<file path="src/rtl/ctrl_decode_pipe.sv">
// ---------------------------------------------------------------------------
// ctrl_decode_pipe
//   Registered RV32I control decoder feeding the ID/EX pipeline register.
//   Decodes the full instruction (opcode, funct3, funct7), flags illegal
//   encodings, inserts one bubble per load-use hazard and sequences
//   multi-cycle M-extension operations, stalling IF/ID while they run.
//
// Ports
//   clk, rst_n        rising-edge clock, asynchronous active-low reset
//   id_valid/id_instr live instruction in ID
//   stall_in          downstream stall: freeze the EX register and MDU counter
//   flush             redirect: kill ID and EX, abort any MDU sequence
//   id_stall          combinational: hold PC and IF/ID this cycle
//   ex_*              ID/EX control register contents
//   ex_mdu_op         EX holds a MUL/DIV/REM op
//   ex_mdu_done       registered 1-cycle pulse in the final MDU cycle
//   ex_illegal        EX holds an illegal instruction
// ---------------------------------------------------------------------------
module ctrl_decode_pipe #(
  parameter bit          ENABLE_M = 1'b1,
  parameter int unsigned MUL_LAT  = 2,
  parameter int unsigned DIV_LAT  = 33
) (
  input  logic        clk,
  input  logic        rst_n,
  input  logic        id_valid,
  input  logic [31:0] id_instr,
  input  logic        stall_in,
  input  logic        flush,
  output logic        id_stall,
  output logic        ex_valid,
  output logic        ex_regwrite,
  output logic        ex_alusrc,
  output logic        ex_pctoregsrc,
  output logic        ex_rdsrc,
  output logic        ex_mread,
  output logic        ex_mwrite,
  output logic        ex_memtoreg,
  output logic [2:0]  ex_aluop,
  output logic [1:0]  ex_branchctrl,
  output logic [2:0]  ex_immtype,
  output logic [4:0]  ex_rd,
  output logic        ex_mdu_op,
  output logic        ex_mdu_done,
  output logic        ex_illegal
);

  // Counter must hold LAT-1 for whichever latency is larger.
  localparam int unsigned MAX_LAT = (DIV_LAT > MUL_LAT) ? DIV_LAT : MUL_LAT;
  localparam int unsigned CNT_W   = $clog2(MAX_LAT + 1);
  localparam logic [CNT_W-1:0] CNT_ONE = CNT_W'(1);
  localparam logic [CNT_W-1:0] MUL_CNT = CNT_W'(MUL_LAT - 1);
  localparam logic [CNT_W-1:0] DIV_CNT = CNT_W'(DIV_LAT - 1);

  localparam logic [6:0] OP_R      = 7'b0110011;
  localparam logic [6:0] OP_S      = 7'b0100011;
  localparam logic [6:0] OP_B      = 7'b1100011;
  localparam logic [6:0] OP_AUIPC  = 7'b0010111;
  localparam logic [6:0] OP_LUI    = 7'b0110111;
  localparam logic [6:0] OP_JAL    = 7'b1101111;
  localparam logic [6:0] OP_LOAD   = 7'b0000011;
  localparam logic [6:0] OP_OPIMM  = 7'b0010011;
  localparam logic [6:0] OP_JALR   = 7'b1100111;

  // Field order matches the decode table so rows can be written as literals.
  typedef struct packed {
    logic       regwrite;
    logic [2:0] aluop;
    logic       alusrc;
    logic [1:0] branchctrl;
    logic       pctoregsrc;
    logic       rdsrc;
    logic       mread;
    logic       mwrite;
    logic       memtoreg;
    logic [2:0] immtype;
  } ctrl_bits_t;

  typedef struct packed {
    ctrl_bits_t ctrl;
    logic [4:0] rd;
    logic       mdu;
    logic       illegal;
  } ex_ctrl_t;

  typedef enum logic {IDLE = 1'b0, BUSY = 1'b1} mdu_state_e;

  // Instruction fields
  logic [6:0] opcode;
  logic [2:0] funct3;
  logic [6:0] funct7;
  logic [4:0] rd, rs1, rs2;

  assign opcode = id_instr[6:0];
  assign rd     = id_instr[11:7];
  assign funct3 = id_instr[14:12];
  assign rs1    = id_instr[19:15];
  assign rs2    = id_instr[24:20];
  assign funct7 = id_instr[31:25];

  // ---------------------------------------------------------------------
  // Decode
  // ---------------------------------------------------------------------
  ex_ctrl_t dec;
  logic     uses_rs1, uses_rs2, legal;

  // NOTE: every always_comb output gets a default before any branch so no
  // path leaves it unassigned; otherwise synthesis infers a latch.
  always_comb begin
    dec      = '0;
    dec.rd   = rd;
    uses_rs1 = 1'b0;
    uses_rs2 = 1'b0;
    legal    = 1'b1;
    case (opcode)
      OP_R: begin
        dec.ctrl = 15'b1_000_0_00_1_1_0_0_0_111;
        uses_rs1 = 1'b1;
        uses_rs2 = 1'b1;
        if (ENABLE_M && funct7 == 7'b0000001) begin
          dec.mdu = 1'b1;
        end else if (funct7 != 7'b0000000 && funct7 != 7'b0100000) begin
          legal = 1'b0;
        end
      end
      OP_S: begin
        dec.ctrl = 15'b0_010_1_00_1_1_0_1_0_010;
        uses_rs1 = 1'b1;
        uses_rs2 = 1'b1;
      end
      OP_B: begin
        dec.ctrl = 15'b0_011_0_01_0_0_0_0_0_011;
        uses_rs1 = 1'b1;
        uses_rs2 = 1'b1;
      end
      OP_AUIPC: dec.ctrl = 15'b1_100_1_00_0_0_0_0_0_000;
      OP_LUI:   dec.ctrl = 15'b1_100_1_00_0_1_0_0_0_000;
      OP_JAL:   dec.ctrl = 15'b1_101_1_10_1_0_0_0_0_100;
      OP_LOAD: begin
        dec.ctrl = 15'b1_001_1_00_0_1_1_0_1_001;
        uses_rs1 = 1'b1;
      end
      OP_OPIMM: begin
        dec.ctrl = 15'b1_110_1_00_0_1_0_0_0_001;
        uses_rs1 = 1'b1;
      end
      OP_JALR: begin
        dec.ctrl = 15'b1_111_1_11_1_0_0_0_0_001;
        uses_rs1 = 1'b1;
        if (funct3 != 3'b000) legal = 1'b0;
      end
      default: legal = 1'b0;
    endcase

    // Illegal encodings carry only the flag; nothing may write state.
    if (!legal) begin
      dec         = '0;
      dec.illegal = 1'b1;
      uses_rs1    = 1'b0;
      uses_rs2    = 1'b0;
    end
    // An empty ID slot decodes to all-zero so a bubble is never an MDU op.
    if (!id_valid) begin
      dec      = '0;
      uses_rs1 = 1'b0;
      uses_rs2 = 1'b0;
    end
  end

  // ---------------------------------------------------------------------
  // EX register, MDU sequencer and stall control
  // ---------------------------------------------------------------------
  ex_ctrl_t         ex_q, ex_d;
  logic             ex_valid_q, ex_valid_d;
  mdu_state_e       state_q, state_d;
  logic [CNT_W-1:0] cnt_q, cnt_d;
  logic             done_q, done_d;
  logic             mdu_busy, load_use;

  // In BUSY with cnt==0 the op is in its final cycle and ID may advance.
  assign mdu_busy = (state_q == BUSY) && (cnt_q != '0);

  assign load_use = ex_valid_q && ex_q.ctrl.mread && (ex_q.rd != 5'd0) && id_valid &&
                    ((uses_rs1 && rs1 == ex_q.rd) || (uses_rs2 && rs2 == ex_q.rd));

  always_comb begin
    ex_d       = ex_q;
    ex_valid_d = ex_valid_q;
    state_d    = state_q;
    cnt_d      = cnt_q;
    done_d     = 1'b0;
    id_stall   = 1'b0;

    if (flush) begin
      ex_d       = '0;
      ex_valid_d = 1'b0;
      state_d    = IDLE;
      cnt_d      = '0;
    end else if (stall_in) begin
      id_stall = 1'b1;
      done_d   = done_q;
    end else if (mdu_busy) begin
      id_stall = 1'b1;
      cnt_d    = cnt_q - CNT_ONE;
      done_d   = (cnt_q == CNT_ONE);
    end else if (load_use) begin
      id_stall   = 1'b1;
      ex_d       = '0;
      ex_valid_d = 1'b0;
      state_d    = IDLE;
      cnt_d      = '0;
    end else begin
      ex_d       = dec;
      ex_valid_d = id_valid;
      state_d    = IDLE;
      cnt_d      = '0;
      if (dec.mdu) begin
        cnt_d = funct3[2] ? DIV_CNT : MUL_CNT;
        // Single-cycle ops never enter BUSY; their done pulse follows the load.
        if (cnt_d == '0) done_d  = 1'b1;
        else             state_d = BUSY;
      end
    end
  end

  // NOTE: sequential state uses non-blocking assignments so every register
  // samples its next value from the same pre-edge snapshot.
  always_ff @(posedge clk or negedge rst_n) begin
    if (!rst_n) begin
      ex_q       <= '0;
      ex_valid_q <= 1'b0;
      state_q    <= IDLE;
      cnt_q      <= '0;
      done_q     <= 1'b0;
    end else begin
      ex_q       <= ex_d;
      ex_valid_q <= ex_valid_d;
      state_q    <= state_d;
      cnt_q      <= cnt_d;
      done_q     <= done_d;
    end
  end

  assign ex_valid      = ex_valid_q;
  assign ex_regwrite   = ex_q.ctrl.regwrite;
  assign ex_alusrc     = ex_q.ctrl.alusrc;
  assign ex_pctoregsrc = ex_q.ctrl.pctoregsrc;
  assign ex_rdsrc      = ex_q.ctrl.rdsrc;
  assign ex_mread      = ex_q.ctrl.mread;
  assign ex_mwrite     = ex_q.ctrl.mwrite;
  assign ex_memtoreg   = ex_q.ctrl.memtoreg;
  assign ex_aluop      = ex_q.ctrl.aluop;
  assign ex_branchctrl = ex_q.ctrl.branchctrl;
  assign ex_immtype    = ex_q.ctrl.immtype;
  assign ex_rd         = ex_q.rd;
  assign ex_mdu_op     = ex_q.mdu;
  assign ex_mdu_done   = done_q;
  assign ex_illegal    = ex_q.illegal;

endmodule

</file>
<file path="config.mk">
export PLATFORM = sky130hd
export DESIGN_NAME = ctrl_decode_pipe
export DESIGN_NICKNAME = d
export VERILOG_FILES = /design/src/rtl/ctrl_decode_pipe.sv
export SDC_FILE = /design/constraint.sdc
export NUM_CORES = 1
export LEC_CHECK = 0
export CAP_MARGIN = 20
export CORE_ASPECT_RATIO = 0.9
export CORE_UTILIZATION = 35
export DETAILED_ROUTE_END_ITERATION = 8
export SLEW_MARGIN = 5
export SYNTH_ARGS = -nofsm -noshare
export SYNTH_HDL_FRONTEND = slang
export SYNTH_SLANG_ARGS = --single-unit
</file>
<file path="constraint.sdc">
create_clock -name clk -period 2.85 [get_ports clk]
set_input_delay 0.57 -clock clk [delete_from_list [all_inputs] [get_ports clk]]
set_output_delay 0.57 -clock clk [all_outputs]
set_load 0.02 [all_outputs]
</file>
### Word level (Yosys, flattened, before mapping)

Index checks and enable logic that the tools add are counted.

* register bits: 31
* input bits: 37
* output and inout bits: 25
* word-level logic and storage cells: 97

* add/sub/neg operators: 1
* equality and inequality tests: 16
* muxes and demuxes: 45
* reductions and logical operators: 18

Operator list (count)
* $pmux 15 s9: 1
* $mux 22: 6
* $mux 6: 6
* $mux 1: 31
* $eq 7x6->1 const B: 3
* $eq 7x7->1 const B: 3
* $eq 7x5->1 const B: 2
* $eq 5x5->1: 2
* $logic_and 1x1->1: 8
* $eq 7x1->1 const B: 1
* $eq 7x2->1 const B: 1
* $ne 7x6->1 const B: 1
* $reduce_bool 7->1: 1
* $reduce_or 7->1: 1
* $eq 6x1->1 const B: 1
* $logic_not 6->1: 1
* $reduce_bool 6->1: 1
* $reduce_or 6->1: 1
* $sub 6x1->6 const B: 1
* $reduce_bool 5->1: 1
* $pmux 1 s3: 1
* $reduce_bool 3->1: 1
* $reduce_or 3->1: 1
* $ne 2x1->1 const B: 1
* 3 further kinds: 3

### Depth between registers and ports, before layout

Gate-level depths: netlist of the first run.

* depth after elaboration: 14
* gate-level depth with buffers: 8

### Worst setup path after synthesis of the first run

Ideal clock, no wire load.

* path type: input to output
* start: input port id_instr[13]
* end: output port id_stall
* arrival time: 1.973 ns
* data required time: 2.280 ns
* slack: 0.307 ns
* stages: 5
* path buffers: 1
* cells stage by stage: or4b_1 -> a211o_1 -> nand4_1 -> buf_2 -> a41o_1

* longest elaborated chain between the ends: 12
* elaborated cells on any way between the ends: 15
* those cells by class: 10 x mux; 5 x reduce/logical

RTL lines
* from (decl): line 27 `input logic [31:0] id_instr,`
* $reduce_bool 3->1 *: line 150 `if (funct3 != 3'b000) legal = 1'b0;`
* $mux 1 *: line 150
* $pmux 1 s3 *: line 115 `case (opcode)`
* $mux 1: line 156 `if (!legal) begin`
* $mux 1: line 163 `if (!id_valid) begin`
* $logic_and 1x1->1: line 184 `((uses_rs1 && rs1 == ex_q.rd) || (uses_rs2 && rs2 == ex_q.rd));`
* $logic_or 1x1->1 *: line 184
* $logic_and 1x1->1 *: line 183 `assign load_use = ex_valid_q && ex_q.ctrl.mread && (ex_q.rd != 5'd0) && id_valid &&`
* $mux 1 *: line 206 `end else if (load_use) begin`
* $mux 1 *: line 202 `end else if (mdu_busy) begin`
* $mux 1 *: line 199 `end else if (stall_in) begin`
* $mux 1 *: line 194 `if (flush) begin`
* to (decl): line 30 `output logic id_stall,`

Mark *: on every way between the ends. The rest lies on a longest branch, timed or not.

### Final worst setup path of the first run

* start: input port id_instr[12]
* end: output port id_stall

The elaborated chain is that of the path after synthesis.

==> results of run 1 <==
cells by family after synthesis:
group | Yosys count | share of synthesized area
compound gates | 57 | 0.2048
xor+xnor | 12 | 0.05567
flops | 29 | 0.3844
simple gates | 102 | 0.2816
fa+ha+maj | 3 | 0.01988
mux | 2 | 0.01193
buf+inv | 19 | 0.04175
routing by layer:
| layer | vias to the layer above | global-route usage | share of wire |
|---|---|---|---|
| met4 | 0 | 0.06667 | 0.011 |
| li1 | 1015 | - | - |
| met5 | - | 0 | 0 |
| met1 | 929 | 0.2932 | 0.47 |
| met2 | 75 | 0.3447 | 0.46 |
| met3 | 7 | 0.02675 | 0.062 |
worst min path at each step:
stage / cells past startpoint / startpoint / to / slack, ps
6_report: 2 / ex_branchctrl[0] / ex_branchctrl[0] / 480
5_1_grt: 2 / ex_immtype[1] / ex_immtype[1] / 510
4_1_cts: 2 / ex_branchctrl[0] / ex_branchctrl[0] / 490
3_3_place_gp: 2 / ex_immtype[1] / ex_immtype[1] / 470
3_5_place_dp: 2 / ex_branchctrl[0] / ex_branchctrl[0] / 470
2_1_floorplan: 0 / rst_n / cnt_q[0] / 270
metrics by stage:
stage | setup TNS [ps] | utilization | total power, mW | hold slack [ps]
floorplan | 0 | - | 0.5070 | 274.4
global placement | -478.8 | 0.5616 | 0.6370 | 465.6
detailed placement | -478.6 | 0.5616 | 0.6377 | 473.3
CTS | 0 | 0.5848 | 1.084 | 487.5
global route | 0 | 0.5908 | 1.124 | 505.8
finish | 0 | 0.5908 | 1.081 | 477.1
flip-flops by register name (all words and copies together), names as in the netlist:
signal,count
ex_aluop,3
ex_valid,1
ex_mread,1
ex_mdu_done,1
ex_mwrite,1
ex_mdu_op,1
ex_alusrc,1
ex_rd,5
ex_branchctrl,2
ex_pctoregsrc,1
cnt_q,6
ex_immtype,3
ex_regwrite,1
ex_illegal,1
ex_rdsrc,1
report_power, final:
group / total, mW / internal [mW] / leakage, nW / switching (mW)
sequential: 0.422 / 0.417 / 0.402 / 0.00498
clock: 0.447 / 0.285 / 0.0585 / 0.163
combinational: 0.212 / 0.113 / 0.814 / 0.0984
layout make-up:
class / count / area share
multi-input cells: 176 / 0.3720
inverters: 4 / 0.005068
well taps: 65 / 0.02745
clock buffers: 7 / 0.02914
flip-flops and latches: 29 / 0.2449
repair buffers: 101 / 0.3112
clock inverters: 1 / 0.01014
critical path: stages:
cell and delay [ps]:
clkdlybuf4s50_1 400, or4b_4 480, a211o_1 320, nand4_1 130
a41o_1 210, buf_6 120
cells in the final DEF (no fill, tap or decap), types with 4 or more instances in the layout:
cell / n
dfrtp_1: 29
nand2_1: 32
inv_1: 4
nand3_1: 11
clkdlybuf4s50_1: 56
xor2_1: 9
nor2_1: 15
a21oi_1: 7
clkbuf_8: 6
nor3_1: 7
o31ai_1: 8
nand4_1: 14
o21ai_0: 16
buf_4: 39
what timing repair did:
item,in CTS,in global routing
buffers inserted,0,0
cloned,0,0
setup endpoints to repair,1,1
resized for setup,7,9
pin swaps,3,4
==> run_summary.xml, run 1 <==
<?xml version="1.0" encoding="UTF-8"?>
<metrics>
  <group name="yosys">
    <metric name="synth_seq_area_share" unit="">0.3844</metric>
    <metric name="synth-edff-count" unit="">0</metric>
    <metric name="synth_cell_type_count" unit="">46</metric>
    <metric name="synth-async-reset-ratio" unit="">1.000</metric>
    <metric name="cell_type_with_the_largest_total_area_after_synthesis" unit="">dfrtp_1</metric>
    <metric name="synth_top_area_frac" unit="">0.3844</metric>
    <metric name="yosys-top-cells-count" unit="">nand2_1, dfrtp_1, o21ai_0</metric>
    <metric name="average_size_of_a_mapped_cell" unit="um2">8.429</metric>
    <metric name="syn-num-nets" unit="">264</metric>
    <metric name="cells_taking_the_most_area_after_synthesis" unit="">dfrtp_1, nand2_1, nand4_1</metric>
    <metric name="synth.most_common_cell" unit="">nand2_1</metric>
    <metric name="mappedNetlistArea" unit="um2">1888</metric>
    <metric name="yosys_warnings" unit="">0</metric>
    <metric name="ys_seq_elements" unit="">29</metric>
    <metric name="dominantRegCellSynth" unit="">dfrtp_1</metric>
    <metric name="synthesis.instances" unit="">224</metric>
  </group>
  <group name="cts">
    <metric name="clk-insertion-delay-late" unit="ps">290</metric>
    <metric name="ctsHoldBuffers" unit="">0</metric>
    <metric name="clk_path_buf_depth" unit="">2</metric>
    <metric name="clk_pin_slew" unit="ps">60</metric>
    <metric name="htreeDepth" unit="">2</metric>
    <metric name="cts_sink_cnt" unit="">29</metric>
    <metric name="tritoncts" unit="">done</metric>
    <metric name="tritoncts.num_buffers" unit="">5</metric>
    <metric name="clock_tree.root_cell" unit="">clkbuf_8</metric>
  </group>
  <group name="critical_path">
    <metric name="critPathLaunchType" unit="">input port</metric>
    <metric name="regToRegEndpoint" unit="">ex_aluop[0]</metric>
    <metric name="regToRegStartpoint" unit="">cnt_q[1]</metric>
    <metric name="reg2regPathDepth" unit="">7</metric>
    <metric name="critical_path.endpoint" unit="">id_stall</metric>
    <metric name="worstSetupEndpointType" unit="">primary output</metric>
    <metric name="cp_max_fanout" unit="">2</metric>
    <metric name="crit_start" unit="">id_instr[12]</metric>
    <metric name="setup.worst_path.class" unit="">in -&gt; out</metric>
    <metric name="reg2reg_slack" unit="ps">750</metric>
    <metric name="data_required_time_at_the_worst_endpoint" unit="ps">2280</metric>
    <metric name="worst-endpoint-arrival" unit="ps">2230</metric>
  </group>
  <group name="die">
    <metric name="std_cell_rows" unit="">24</metric>
    <metric name="core-area" unit="um2">5015</metric>
    <metric name="fp.dieW" unit="um">79.42</metric>
    <metric name="start_util" unit="">0.3765</metric>
    <metric name="boundaryPins" unit="">62</metric>
    <metric name="die_area" unit="um2">5692</metric>
    <metric name="dieHeight" unit="um">71.68</metric>
  </group>
  <group name="final_layout">
    <metric name="final_net_count" unit="">357</metric>
    <metric name="stdcell_count" unit="">383</metric>
    <metric name="n_fill_cell" unit="">471</metric>
    <metric name="antenna_cells_inserted" unit="">0</metric>
    <metric name="fin_area" unit="um2">2963</metric>
    <metric name="final-seq-area" unit="um2">725.7</metric>
    <metric name="drive_above_1_share" unit="">0.1761</metric>
    <metric name="area.growth.synth_to_final" unit="%">56.93</metric>
    <metric name="multi_input_area" unit="um2">1102</metric>
  </group>
  <group name="route">
    <metric name="wire_per_inst" unit="um">14.62</metric>
    <metric name="first_pass_iters" unit="">4</metric>
    <metric name="antenna_violating_nets_post_route" unit="">0</metric>
    <metric name="drc" unit="">0</metric>
    <metric name="drt_iter0_markers" unit="">128</metric>
    <metric name="total_number_of_vias" unit="">2026</metric>
    <metric name="route.detailed.vias_per_inst" unit="">5.290</metric>
    <metric name="routed_wl" unit="um">5598</metric>
  </group>
  <group name="timing">
    <metric name="timing.final.setup_violations" unit="">0</metric>
    <metric name="max_slew_margin" unit="">0.6275</metric>
    <metric name="layout_setup_ws" unit="ps">50.56</metric>
    <metric name="setup_repair_after_global_routing_missed_its_margin" unit="">no</metric>
    <metric name="worst-slew-pin-transition" unit="ps">544.7</metric>
    <metric name="max_clock_freq" unit="MHz">357.2</metric>
    <metric name="report.final.slew_viol_count" unit="">0</metric>
    <metric name="hold_viol" unit="">0</metric>
    <metric name="final_min_period_over_clock_period" unit="">0.9823</metric>
    <metric name="finalCriticalPeriod" unit="ps">2799</metric>
    <metric name="timing.clock.skew" unit="ps">4.542</metric>
  </group>
  <group name="grt">
    <metric name="grt_antenna_before_repair" unit="">0</metric>
    <metric name="grt_pass1_wl" unit="um">9315</metric>
    <metric name="grt_overflow" unit="">0</metric>
    <metric name="number_of_global_route_vias_before_repair" unit="">1942</metric>
    <metric name="largest_net_degree_at_the_start_of_global_routing" unit="">30</metric>
    <metric name="groute.usage.overall" unit="">0.2123</metric>
  </group>
  <group name="outcome">
    <metric name="run_status" unit="">completed</metric>
  </group>
  <group name="power">
    <metric name="power_density" unit="nW/um2">364.9</metric>
    <metric name="power.ir.vdd_worst" unit="mV">0.1674</metric>
    <metric name="power.static_leakage" unit="nW">1.274</metric>
  </group>
  <group name="place">
    <metric name="hpwl" unit="um">4339</metric>
    <metric name="io_buffer_count" unit="">61</metric>
    <metric name="dp_slack" unit="ps">-478.6</metric>
    <metric name="gpl.final_weighted_congestion" unit="">0.9316</metric>
    <metric name="place_inst" unit="">375</metric>
    <metric name="detailed_place.area" unit="um2">2816</metric>
  </group>
  <group name="worst_hold_path">
    <metric name="worstHoldPathType" unit="">reg -&gt; reg</metric>
  </group>
  <group name="run">
    <metric name="drv.max_cap_violation_count" unit="">0</metric>
  </group>
</metrics>
Note: power is estimated with default switching activity, not from simulation.
==> run 2, diff against run 1 <==
--- a/config.mk
+++ b/config.mk
@@ -5,10 +5,14 @@
 export SDC_FILE = /design/constraint.sdc
 export NUM_CORES = 1
 export LEC_CHECK = 0
+export ABC_AREA = 0
 export CAP_MARGIN = 20
+export CELL_PAD_IN_SITES_DETAIL_PLACEMENT = 1
+export CELL_PAD_IN_SITES_GLOBAL_PLACEMENT = 2
 export CORE_ASPECT_RATIO = 0.9
-export CORE_UTILIZATION = 35
+export CORE_UTILIZATION = 26
 export DETAILED_ROUTE_END_ITERATION = 8
+export PLACE_DENSITY_LB_ADDON = 0.1
 export SLEW_MARGIN = 5
 export SYNTH_ARGS = -nofsm -noshare
 export SYNTH_HDL_FRONTEND = slang
==> run 2 against run 1 <==
Effect of this change: the run now ends with design-rule violations left; total power fell by 11%; flip-flop and latch count did not move; clock power fell by 26%; non-clock buffer count fell by 4; critical endpoint unchanged.
==> run_summary.xml, run 2 (synthesis results as in run 1) <==
<?xml version="1.0" encoding="UTF-8"?>
<metrics>
  <group name="outcome">
    <metric name="run_status" unit="">finished, violations left</metric>
    <metric name="failed_checks" unit="">design-rule violations</metric>
  </group>
  <group name="final_layout">
    <metric name="fin_area" unit="um2">2947</metric>
    <metric name="final_cell_mix" unit="">clkdlybuf4s50_1, buf_4, nand2_1</metric>
    <metric name="area.growth.synth_to_final" unit="%">56.06</metric>
    <metric name="drive_above_1_share" unit="">0.1720</metric>
    <metric name="n_fill_cell" unit="">857</metric>
    <metric name="mostFrequentLayoutCell" unit="">clkdlybuf4s50_1</metric>
    <metric name="stdcell_count" unit="">407</metric>
    <metric name="register_containing_the_most_flip_flops_in_the_final_layout" unit="">cnt_q</metric>
    <metric name="largest_reg_flops" unit="">6</metric>
    <metric name="utilization" unit="">0.4186</metric>
    <metric name="antenna_cells_inserted" unit="">0</metric>
    <metric name="final_net_count" unit="">353</metric>
  </group>
  <group name="cts">
    <metric name="clk-insertion-delay-late" unit="ps">280</metric>
    <metric name="clk_path_buf_depth" unit="">2</metric>
    <metric name="cts_sink_cnt" unit="">29</metric>
    <metric name="tritoncts" unit="">done</metric>
    <metric name="clock_tree.root_cell" unit="">clkbuf_8</metric>
    <metric name="clk_pin_slew" unit="ps">60</metric>
    <metric name="tritoncts.num_buffers" unit="">5</metric>
    <metric name="post-cts-setup-buffers" unit="">0</metric>
    <metric name="htreeDepth" unit="">2</metric>
  </group>
  <group name="route">
    <metric name="first_pass_iters" unit="">6</metric>
    <metric name="total_number_of_vias" unit="">2022</metric>
    <metric name="route.detailed.vias_per_inst" unit="">4.968</metric>
    <metric name="drt_iter0_markers" unit="">63</metric>
    <metric name="routed_wl" unit="um">6483</metric>
    <metric name="antenna_violating_nets_post_route" unit="">0</metric>
    <metric name="wire_per_inst" unit="um">15.93</metric>
    <metric name="drc" unit="">2</metric>
  </group>
  <group name="critical_path">
    <metric name="cp_max_fanout" unit="">2</metric>
    <metric name="worst-endpoint-arrival" unit="ps">2200</metric>
    <metric name="crit_start" unit="">id_instr[15]</metric>
    <metric name="path_buf_inv" unit="">2</metric>
    <metric name="setup.worst_path.class" unit="">in -&gt; out</metric>
    <metric name="timing.critical_path.slowest_stage_cell" unit="">clkdlybuf4s50_1</metric>
    <metric name="worstSetupEndpointType" unit="">primary output</metric>
    <metric name="regToRegStartpoint" unit="">cnt_q[2]</metric>
    <metric name="data_required_time_at_the_worst_endpoint" unit="ps">2280</metric>
    <metric name="path_cells" unit="">clkdlybuf4s50_1 -&gt; xor2_1 -&gt; nor3_2 -&gt; o2111ai_2 -&gt; a221oi_2 -&gt; a41o_1 -&gt; buf_6</metric>
    <metric name="critPathLaunchType" unit="">input port</metric>
    <metric name="cpPeakStageDelay" unit="ps">420</metric>
    <metric name="cpLargestDelayFamily" unit="">compound AO/OA/AOI/OAI gates</metric>
  </group>
  <group name="die">
    <metric name="std_cell_rows" unit="">29</metric>
    <metric name="die_area" unit="um2">7607</metric>
    <metric name="fp.dieW" unit="um">91.83</metric>
    <metric name="boundaryPins" unit="">62</metric>
    <metric name="start_util" unit="">0.2682</metric>
    <metric name="core-area" unit="um2">7039</metric>
    <metric name="dieHeight" unit="um">82.85</metric>
  </group>
  <group name="power">
    <metric name="power.static_leakage" unit="nW">1.265</metric>
    <metric name="power.ir.vdd_worst" unit="mV">0.1176</metric>
    <metric name="power_density" unit="nW/um2">327.1</metric>
  </group>
  <group name="grt">
    <metric name="number_of_global_route_vias_before_repair" unit="">1965</metric>
    <metric name="grt_pass1_wl" unit="um">10500</metric>
    <metric name="grt_overflow" unit="">0</metric>
    <metric name="grt_antenna_before_repair" unit="">0</metric>
    <metric name="largest_net_degree_at_the_start_of_global_routing" unit="">30</metric>
    <metric name="groute.usage.overall" unit="">0.1751</metric>
  </group>
  <group name="worst_hold_path">
    <metric name="hold_start" unit="">ex_aluop[2]</metric>
    <metric name="worstHoldPathType" unit="">reg -&gt; reg</metric>
  </group>
  <group name="place">
    <metric name="gpl.final_weighted_congestion" unit="">0.7990</metric>
    <metric name="place_inst" unit="">398</metric>
    <metric name="detailed_place.area" unit="um2">2814</metric>
    <metric name="io_buffer_count" unit="">61</metric>
    <metric name="hpwl" unit="um">4963</metric>
    <metric name="dp_slack" unit="ps">-490.4</metric>
  </group>
  <group name="timing">
    <metric name="final_min_period_over_clock_period" unit="">0.9728</metric>
    <metric name="hold_viol" unit="">0</metric>
    <metric name="layout_setup_ws" unit="ps">77.51</metric>
    <metric name="max_slew_margin" unit="">0.6698</metric>
    <metric name="timing.clock.skew" unit="ps">3.129</metric>
    <metric name="report.final.slew_viol_count" unit="">0</metric>
    <metric name="finalCriticalPeriod" unit="ps">2772</metric>
    <metric name="whs" unit="ps">482.2</metric>
    <metric name="worst-slew-pin-transition" unit="ps">482.8</metric>
    <metric name="timing.final.setup_violations" unit="">0</metric>
    <metric name="max_clock_freq" unit="MHz">360.7</metric>
  </group>
  <group name="run">
    <metric name="drv.max_cap_violation_count" unit="">0</metric>
  </group>
</metrics>
-- run 2: report_power, final --
group          internal (mW)  switching [mW]  leakage (nW)
combinational          0.109           0.104         0.818
sequential             0.417         0.00499         0.402
clock                  0.169           0.160        0.0450
total                  0.695           0.269          1.26
-- run 2: final timing paths --
check                      cells past startpoint          endpoint  slack (ps)
min                                            2       ex_aluop[2]         480
max in group asynchronous                      2         ex_alusrc        1890
max                                            7          id_stall          80
min reg2reg                                    2       ex_aluop[2]         480
min in group asynchronous                      2          cnt_q[2]         680
max reg2reg                                    6  ex_branchctrl[1]         780
-- run 2: layer usage --
layer	vias up	GRT usage	wire [um]
li1	1001	-	-
met1	966	0.2639	3486
met2	48	0.2604	2707
met3	7	0.02473	223
met4	0	0.04688	65
met5	-	0	0
-- run 2: layout make-up --
| type | instances | area (um2) | share of cell area |
|---|---|---|---|
| clock inverter | 2 | 10.01 | 0.003397 |
| sequential | 29 | 725.7 | 0.2463 |
| timing repair buffer | 97 | 898.4 | 0.3049 |
| tap | 93 | 116.4 | 0.03949 |
| inverter | 4 | 15.01 | 0.005096 |
| multi-input combinational | 176 | 1109 | 0.3762 |
| clock buffer | 6 | 72.57 | 0.02463 |
-- run 2: tightest hold or removal path, cell delays in order (launching register included) --
cell     delay [ps]
dfrtp_1         340
nand2_1          50
o21ai_0          60
-- run 2: repair_timing --
action,in CTS,in global routing
pin swaps,3,6
setup endpoints to repair,1,1
gates resized for setup,7,13
hold buffers,0,0
gates cloned,0,1
-- run 2: through the flow --
| step | power [mW] | setup TNS (ps) |
|---|---|---|
| 2_1_floorplan | 0.5070 | 0 |
| 3_3_place_gp | 0.6387 | -557.6 |
| 3_5_place_dp | 0.6384 | -513.8 |
| 4_1_cts | 0.9699 | 0 |
| 5_1_grt | 1.011 | -8.215 |
| 6_report | 0.9637 | 0 |
==> RTL change: new RTL, config.mk and constraints of run 1 <==
Change the parameter `MUL_LAT` from 2 to 1.
--- a/src/rtl/ctrl_decode_pipe.sv
+++ b/src/rtl/ctrl_decode_pipe.sv
@@ -19,5 +19,5 @@
 module ctrl_decode_pipe #(
   parameter bit          ENABLE_M = 1'b1,
-  parameter int unsigned MUL_LAT  = 2,
+  parameter int unsigned MUL_LAT  = 1,
   parameter int unsigned DIV_LAT  = 33
 ) (
Behaviour: not the same (Yosys sat finds a counterexample within 4 cycles, from zero or initial values and one cycle with rst_n low).
==> RTL change against run 1 <==
Power down 4.4%. Final area is 4.3% higher. Critical path depth increased by 1. Via count grew 2.6%. Combinational power shrank 13%. Die area increased by 7.8%. Sequential cell count grew 1. Routed wire length grew 2.2%. Area after synthesis is 8.0% higher. Worst setup slack lost 0.011 ns. Final cell count rose by 3.7%. Critical endpoint unchanged. Highest routed layer unchanged.
==> RTL change: results (changes against run 1) <==
status=complete, no violations (unchanged); hold wc startpoint=ex_mdu_op (was ex_branchctrl[0]); post-detail-place hpwl=4.30 mm (was 4.34 mm); Synth Area in Compound Gates=24.0% (was 20.5%); mux cell area share after synthesis=0.982% (was 1.19%); M1 wire length=2.80 mm (was 2.61 mm); DR iter-0 viols=87 (was 128); largest cells by area after synthesis=dfrtp_1, nand2_1, o21ai_0 (was dfrtp_1, nand2_1, nand4_1); worst reg2reg startpoint=cnt_q[0] (was cnt_q[1]); vias in the first global route=1912 (was 1942); Yosys warning total=0 (unchanged); ANT cells=0 (unchanged); via/cell ratio=5.23 (was 5.29); RePlAce Congestion=0.849 (was 0.932); Fin Clk Skew=0.00951 ns (was 0.00454 ns); P_int=771 uW (was 815 uW); first-pass GRT wire length=9.29 mm (was 9.32 mm); share of cells above drive strength 1=21.2% (was 17.6%); min Tclk post-route=2.81 ns (was 2.80 ns); gr usage total=20.3% (was 21.2%); pre-CTS WS=-0.613 ns (was -0.479 ns); syn nets=278 (was 264); Leak Pwr=0.00132 uW (was 0.00127 uW); post-synthesis xor/xnor area fraction=4.29% (was 5.57%); sequential fraction of the synthesis area=36.8% (was 38.4%); met2 WL=2.50 mm (was 2.58 mm); worst-path fanout max=3 (was 2); H-tree Lvls=2 (unchanged); Synth Area in Adders=1.84% (was 1.99%); nets=369 (was 357); internal reg-to-reg setup slack=0.59 ns (was 0.75 ns); DR WL met3=334 um (was 346 um); largest net degree at the start of global routing=31 (was 30); Unique masters post-synth=53 (was 46); drt total wl=5.72 mm (was 5.60 mm); worst slew pin tran=0.505 ns (was 0.545 ns); Peak VDD IR=192 uV (was 167 uV)
==> RTL change: cell families after synthesis <==
logic type / after synthesis
buf+inv: 21
simple gates: 107
compound gates: 65
mux: 2
xor+xnor: 10
fa+ha+maj: 3
flops: 30
==> RTL change: final cells by class <==
cell class	count	area, sq um
timing repair buffer	99	903
clock buffer	8	110
multi-input combinational	187	1220
sequential	30	751
inverter	6	22.5
tap	67	83.8
fill	544	2350
==> RTL change: what timing repair did <==
item	in CTS	in global routing
endpoints found under the setup margin	1	1
gates cloned	0	0
pin swaps	9	6
buffers inserted	1	2
resized for setup	22	4
==> RTL change: worst paths after layout <==
kind                            cells past startpoint       endpoint
min in group asynchronous                           2       cnt_q[2]
max in group asynchronous                           2  ex_immtype[0]
worst min-delay path                                2      ex_mdu_op
worst max-delay path                                7       id_stall
worst min register to register                      2      ex_mdu_op
worst max register to register                      7       ex_mread
==> RTL change: metal layers <==
metal | global-route usage [%] | vias up
met5 | 0 | -
met2 | 30.6 | 56
met4 | 7.41 | 0
met3 | 4.17 | 9
met1 | 28.8 | 978
li1 | - | 1035
==> RTL change: power groups by stage <==
| stage | clock network (uW) | registers (uW) | logic [uW] |
|---|---|---|---|
| global placement | 0 | 442 | 188 |
| finish | 415 | 434 | 185 |
| detailed placement | 0 | 442 | 187 |
| CTS | 425 | 434 | 186 |
| global route | 443 | 434 | 202 |
| floorplan | 0 | 446 | 65.4 |
==> RTL change: stage by stage <==
| stage | util [%] | total power, uW | instances | hold slack [ns] | area (sq um) |
|---|---|---|---|---|---|
| final | 56.8 | 1030 | 397 | 0.486 | 3090 |
| after global routing | 56.8 | 1080 | 397 | 0.519 | 3090 |
| after CTS | 56.3 | 1040 | 395 | 0.492 | 3060 |
| after detailed placement | 53.8 | 629 | 386 | 0.473 | 2930 |
| after global placement | 53.8 | 629 | 386 | 0.458 | 2930 |
| after floorplan | - | 511 | 238 | 0.274 | 2040 |
==> RTL change: critical path, cell delays in order <==
cell and delay, ns:
dlygate4sd2_1 0.22, or4_1 0.50, or3_4 0.36, o21ai_4 0.18
or2_4 0.14, a31o_4 0.15, buf_6 0.11
